<file path="config.mk">
export PLATFORM = sky130hd
export DESIGN_NAME = bus_strobe_sync
export DESIGN_NICKNAME = d
export VERILOG_FILES = /design/src/rtl/bus_strobe_sync.sv
export SDC_FILE = /design/constraint.sdc
export NUM_CORES = 1
export LEC_CHECK = 0
export BUFFER_PORTS_ARGS = -buffer_cell sky130_fd_sc_hd__buf_2
export CORE_AREA = 2 2 96 122
export DETAILED_ROUTE_END_ITERATION = 7
export DIE_AREA = 0 0 98 124
export GPL_TIMING_DRIVEN = 0
export SKIP_LAST_GASP = 1
export SYNTH_ARGS = -nofsm -noshare
export SYNTH_HDL_FRONTEND = slang
export SYNTH_SLANG_ARGS = --single-unit
export TNS_END_PERCENT = 10
</file>
<file path="constraint.sdc">
create_clock -name osc -period 2.3 [get_ports osc]
set_clock_uncertainty 0.05 [all_clocks]
set_input_delay 0.46 -clock osc [delete_from_list [all_inputs] [get_ports osc]]
set_output_delay 0.46 -clock osc [all_outputs]
set_load 0.02 [all_outputs]
</file>
<file path="src/rtl/bus_strobe_sync.sv">
// Host bus strobe/data synchronizer into the osc domain, with address latch,
// write transaction queue and single-cycle read request.
module bus_strobe_sync #(
    parameter int unsigned SYNC_STAGES = 2,
    parameter int unsigned FIFO_DEPTH  = 4,
    parameter int unsigned LVL_W       = 3
) (
    input  logic             osc,
    input  logic             rst,
    input  logic [7:0]       bus_data_in,
    input  logic             bus_ale,
    input  logic             bus_write,
    input  logic             bus_read,
    output logic             wr_valid,
    output logic [7:0]       wr_addr,
    output logic [7:0]       wr_data,
    input  logic             wr_ready,
    output logic             rd_req,
    output logic [7:0]       rd_addr,
    output logic             rd_addr_ok,
    output logic [LVL_W-1:0] fifo_level,
    output logic             overflow,
    input  logic             clear_ovf
);

    localparam int unsigned PTR_W = (FIFO_DEPTH > 1) ? $clog2(FIFO_DEPTH) : 1;
    localparam int unsigned ENT_W = 16;

    logic [SYNC_STAGES-1:0] ale_sync;
    logic [SYNC_STAGES-1:0] write_sync;
    logic [SYNC_STAGES-1:0] read_sync;
    logic [7:0]             data_sync [SYNC_STAGES];
    logic                   ale_d;
    logic                   write_d;
    logic                   read_d;

    logic [7:0]             addr_q;
    logic [ENT_W-1:0]       mem [FIFO_DEPTH];
    logic [PTR_W-1:0]       wr_ptr;
    logic [PTR_W-1:0]       rd_ptr;
    logic [LVL_W-1:0]       level_q;
    logic                   ovf_q;
    logic                   rd_req_q;

    logic                   ale_s_c;
    logic                   write_s_c;
    logic                   read_s_c;
    logic [7:0]             data_al_c;
    logic                   ale_fall_c;
    logic                   write_rise_c;
    logic                   read_fall_c;
    logic [7:0]             push_addr_c;
    logic                   full_c;
    logic                   pop_c;
    logic                   push_c;
    logic                   drop_c;

    // Synchronizer chains; data runs in parallel so it stays aligned with the strobes.
    always_ff @(posedge osc) begin
        if (rst) begin
            ale_sync   <= '0;
            write_sync <= '1;
            read_sync  <= '1;
            ale_d      <= 1'b0;
            write_d    <= 1'b1;
            read_d     <= 1'b1;
            for (int i = 0; i < int'(SYNC_STAGES); i++) begin
                data_sync[i] <= '0;
            end
        end else begin
            ale_sync   <= {ale_sync[SYNC_STAGES-2:0], bus_ale};
            write_sync <= {write_sync[SYNC_STAGES-2:0], bus_write};
            read_sync  <= {read_sync[SYNC_STAGES-2:0], bus_read};
            ale_d      <= ale_s_c;
            write_d    <= write_s_c;
            read_d     <= read_s_c;
            data_sync[0] <= bus_data_in;
            for (int i = 1; i < int'(SYNC_STAGES); i++) begin
                data_sync[i] <= data_sync[i-1];
            end
        end
    end

    always_comb begin
        ale_s_c      = ale_sync[SYNC_STAGES-1];
        write_s_c    = write_sync[SYNC_STAGES-1];
        read_s_c     = read_sync[SYNC_STAGES-1];
        data_al_c    = data_sync[SYNC_STAGES-1];
        ale_fall_c   = ale_d & ~ale_s_c;
        write_rise_c = ~write_d & write_s_c;
        read_fall_c  = read_d & ~read_s_c;
        // A same-cycle ALE fall supplies the address of this write.
        push_addr_c  = ale_fall_c ? data_al_c : addr_q;
        full_c       = (level_q == LVL_W'(FIFO_DEPTH));
        pop_c        = (level_q != '0) & wr_ready;
        push_c       = write_rise_c & (~full_c | pop_c);
        drop_c       = write_rise_c & full_c & ~pop_c;
    end

    always_ff @(posedge osc) begin
        if (rst) begin
            addr_q   <= '0;
            rd_req_q <= 1'b0;
            wr_ptr   <= '0;
            rd_ptr   <= '0;
            level_q  <= '0;
            ovf_q    <= 1'b0;
            for (int i = 0; i < int'(FIFO_DEPTH); i++) begin
                mem[i] <= '0;
            end
        end else begin
            if (ale_fall_c) begin
                addr_q <= data_al_c;
            end
            rd_req_q <= read_fall_c;
            if (push_c) begin
                mem[wr_ptr] <= {push_addr_c, data_al_c};
                wr_ptr      <= wr_ptr + PTR_W'(1);
            end
            if (pop_c) begin
                rd_ptr <= rd_ptr + PTR_W'(1);
            end
            if (push_c && !pop_c) begin
                level_q <= level_q + LVL_W'(1);
            end else if (pop_c && !push_c) begin
                level_q <= level_q - LVL_W'(1);
            end
            // A drop in the same cycle as clear_ovf keeps the flag set.
            if (drop_c) begin
                ovf_q <= 1'b1;
            end else if (clear_ovf) begin
                ovf_q <= 1'b0;
            end
        end
    end

    assign wr_valid   = (level_q != '0);
    assign wr_addr    = mem[rd_ptr][15:8];
    assign wr_data    = mem[rd_ptr][7:0];
    assign fifo_level = level_q;
    assign overflow   = ovf_q;
    assign rd_req     = rd_req_q;
    assign rd_addr    = addr_q;
    assign rd_addr_ok = addr_q[4];

endmodule

</file>
==> results.py <==
metrics = {
    "die": {
        "coreArea_sq_um": 10920,
        "std_cell_rows": 43,
        "start_util_pct": 38.60,
        "die_h_microns": 124,
        "die_w_microns": 98,
        "dieArea_sq_um": 12150,
        "ios": 46,
    },
    "pwr": {
        "power_density_nw_per_um2": 887.8,
        "p_leak_nw": 1.833,
        "ir_drop_mv": 0.5323,
    },
    "route": {
        "antenna_left": 0,
        "routedWlPerCell_microns": 17.11,
        "finalWirelength_mm": 8.589,
        "drt_iter0_drc": 151,
        "drcViolationCount": 0,
        "via_per_inst": 4.904,
        "num_vias": 2462,
        "firstDrtPassIters": 4,
    },
    "placed_design": {
        "numPortBuffers": 45,
        "place_congestion": 0.7666,
        "post_dp_cell_area_sq_um": 4609,
        "dp_hpwl_mm": 5.710,
    },
    "setup_path": {
        "required_ps": 1790,
        "crit_path_max_fanout": 10,
        "worst-path-buf-inv": 3,
        "endpoint_kind": "primary output",
        "cp_top_family": "buffers and inverters",
        "path_cells": "buf_4 > buf_12 > mux4_2 > buf_2",
        "r2r_start": "fifo_level[1]",
        "critPathMaxStageDelay_ps": 510,
        "path_class": "reg -> out",
        "worst_path_max_delay_cell": "mux4_2",
        "crit_path_start_kind": "register",
        "arrival_ps": 1720,
    },
    "sta": {
        "fmax_ghz": 0.4476,
        "rsz0062_at_grt": "true",
        "setup_tns_ps": 0,
        "setup_violations": 0,
        "worst_pin_slew_ps": 919.8,
        "fin_crit_ps": 2234,
        "min_period_over_period_pct": 97.13,
        "slew_violations": 0,
        "whs_ps": 249.0,
        "slew_headroom_pct": 38.68,
        "finalHoldViolations": 0,
    },
    "hold_path": {
        "hp-start": "bus_write",
        "hold_path.class": "in -> reg",
    },
    "clock_network": {
        "clockBufferDepth": 2,
        "cts.sink_count": 108,
        "cts_tree": "yes",
        "htree_num_levels": 3,
        "clk_pin_slew_ps": 70,
        "cts_buffers": 9,
        "cts_root_buf": "clkbuf_16",
        "clk_latency_ps": 340,
    },
    "grt": {
        "first_global_vias": 2527,
        "antenna_found_initial": 0,
        "grt_max_degree": 19,
        "grt_pass1_wl_mm": 13.64,
        "grt_use_total_pct": 14.99,
        "overflow": 0,
    },
    "logic_synthesis": {
        "synth-compound-area-share_pct": 1.306,
        "synth_adder_area_share_pct": 0.7717,
        "syn_area_per_cell_sq_um": 13.91,
        "synth_top_cell_by_area": "edfxtp_1",
        "yosys_warnings": 0,
        "syn_area_sq_um": 4215,
        "synthMuxAreaShare_pct": 10.69,
        "synthTopCellsByCount": "edfxtp_1 (64), nor2_1 (49), dfxtp_1 (44)",
        "synth_top_family_by_area": "simple AND/OR/NAND/NOR gates",
        "syn_nets": 320,
        "synth-edff-count": 64,
        "yosysMostFrequentCell": "edfxtp_1",
        "synth-main-ff-cell": "edfxtp_1",
        "synth_xor_xnor_area_share_pct": 0.8311,
        "synth_simple_gate_area_share_pct": 16.80,
        "synth_top_area_share_pct": 45.59,
        "synth_area_leaders": "edfxtp_1 (46%), dfxtp_1 (21%), mux4_2 (8.5%)",
        "seq_area_frac_synth_pct": 66.49,
        "synth_cell_type_count": 33,
        "synth_async_sr_flop_share_pct": 0,
        "ys_ff_latch": 108,
        "syn_inst": 303,
    },
    "layout": {
        "drive_gt1_share_pct": 29.70,
        "nets": 379,
        "fin_area_sq_um": 4945,
        "area_growth_pct": 17.30,
        "antennaDiodeCount": 0,
    },
    "flow_run": {
        "maxCapViolCount": 0,
    },
    "status": {
        "status": "finished clean",
    },
}
-- state kept, by name, summed over array words and instances (netlist names), named ones only --
name        flops
rd_req          1
rd_ptr          2
mem            64
overflow        1
data_sync      16
ale_d           1
ale_sync        2
fifo_level      3
wr_ptr          2
rd_addr         8
write_d         1
write_sync      2
read_d          1
read_sync       2
-- layer usage --
metal	track usage (%)	share of wire, %
met2	26.28	52
met5	0	0
met4	6.076	1.5
met1	18.31	42
met3	2.862	4.1
-- placed cells by master, fill, tap and decap left out, drive strengths merged, types with 3 or more instances in the layout --
cell type,count
or3,3
nand2b,12
mux2i,9
nor3,32
mux4,16
or2,6
xor2,4
clkbuf,19
edfxtp,64
nor2,49
inv,5
o21ai,3
a21oi,3
nor2b,21
dfxtp,44
buf,61
-- worst reg2reg max path, delay by kind of cell, from the launching register on --
family / cells / cell delay (ps)
flops: 1 / 370
fa+ha+maj: 2 / 370
compound gates: 1 / 140
xor+xnor: 1 / 60
simple gates: 3 / 1040
buf+inv: 2 / 110
-- report_power, final --
group / switching, W / total (W) / leakage [nW] / internal [W]
combinational: 0.000421 / 0.000764 / 0.681 / 0.000343
sequential: 0.0000629 / 0.00221 / 1.02 / 0.00215
clock: 0.000669 / 0.00141 / 0.127 / 0.000741
-- per-stage QoR --
step	util (%)	cells	setup WS, ps	power [W]
final	45.27	502	65.90	0.004390
after global routing	45.27	502	-10.57	0.004557
after CTS	44.78	498	-40.76	0.004383
after detailed placement	42.20	483	-226.2	0.002981
after global placement	42.20	483	-222.0	0.002975
after floorplan	-	303	18.64	0.002767
-- worst paths after layout --
path	endpoint	slack [ps]	cells past startpoint
setup / recovery	wr_addr[0]	70	4
hold / removal	write_sync[0]	250	2
setup reg to reg	fifo_level[2]	100	9
hold reg to reg	rd_req	360	2
-- layout make-up --
cell class	count	area, sq um
multi-input combinational	171	1292
fill	997	5977
tap	135	168.9
buffer	19	123.9
inverter	3	13.76
clock inverter	5	37.54
sequential	108	2813
timing repair buffer	50	262.8
clock buffer	11	232.7
-- timing repair --
action / CTS / global route
pin swaps: 0 / 2
setup endpoints to repair: 50 / 59
resized for setup: 6 / 11
setup buffers: 0 / 5
hold buffers: 0 / 0
cloned: 0 / 0
-- logic make-up (layout without fill, tap and decap cells) --
kind of cell	Yosys count	after routing
simple gates	131	131
flops	108	108
mux	25	25
buf+inv	24	88
compound gates	9	9
xor+xnor	4	4
fa+ha+maj	2	2
(Power assumes the default switching activity.)
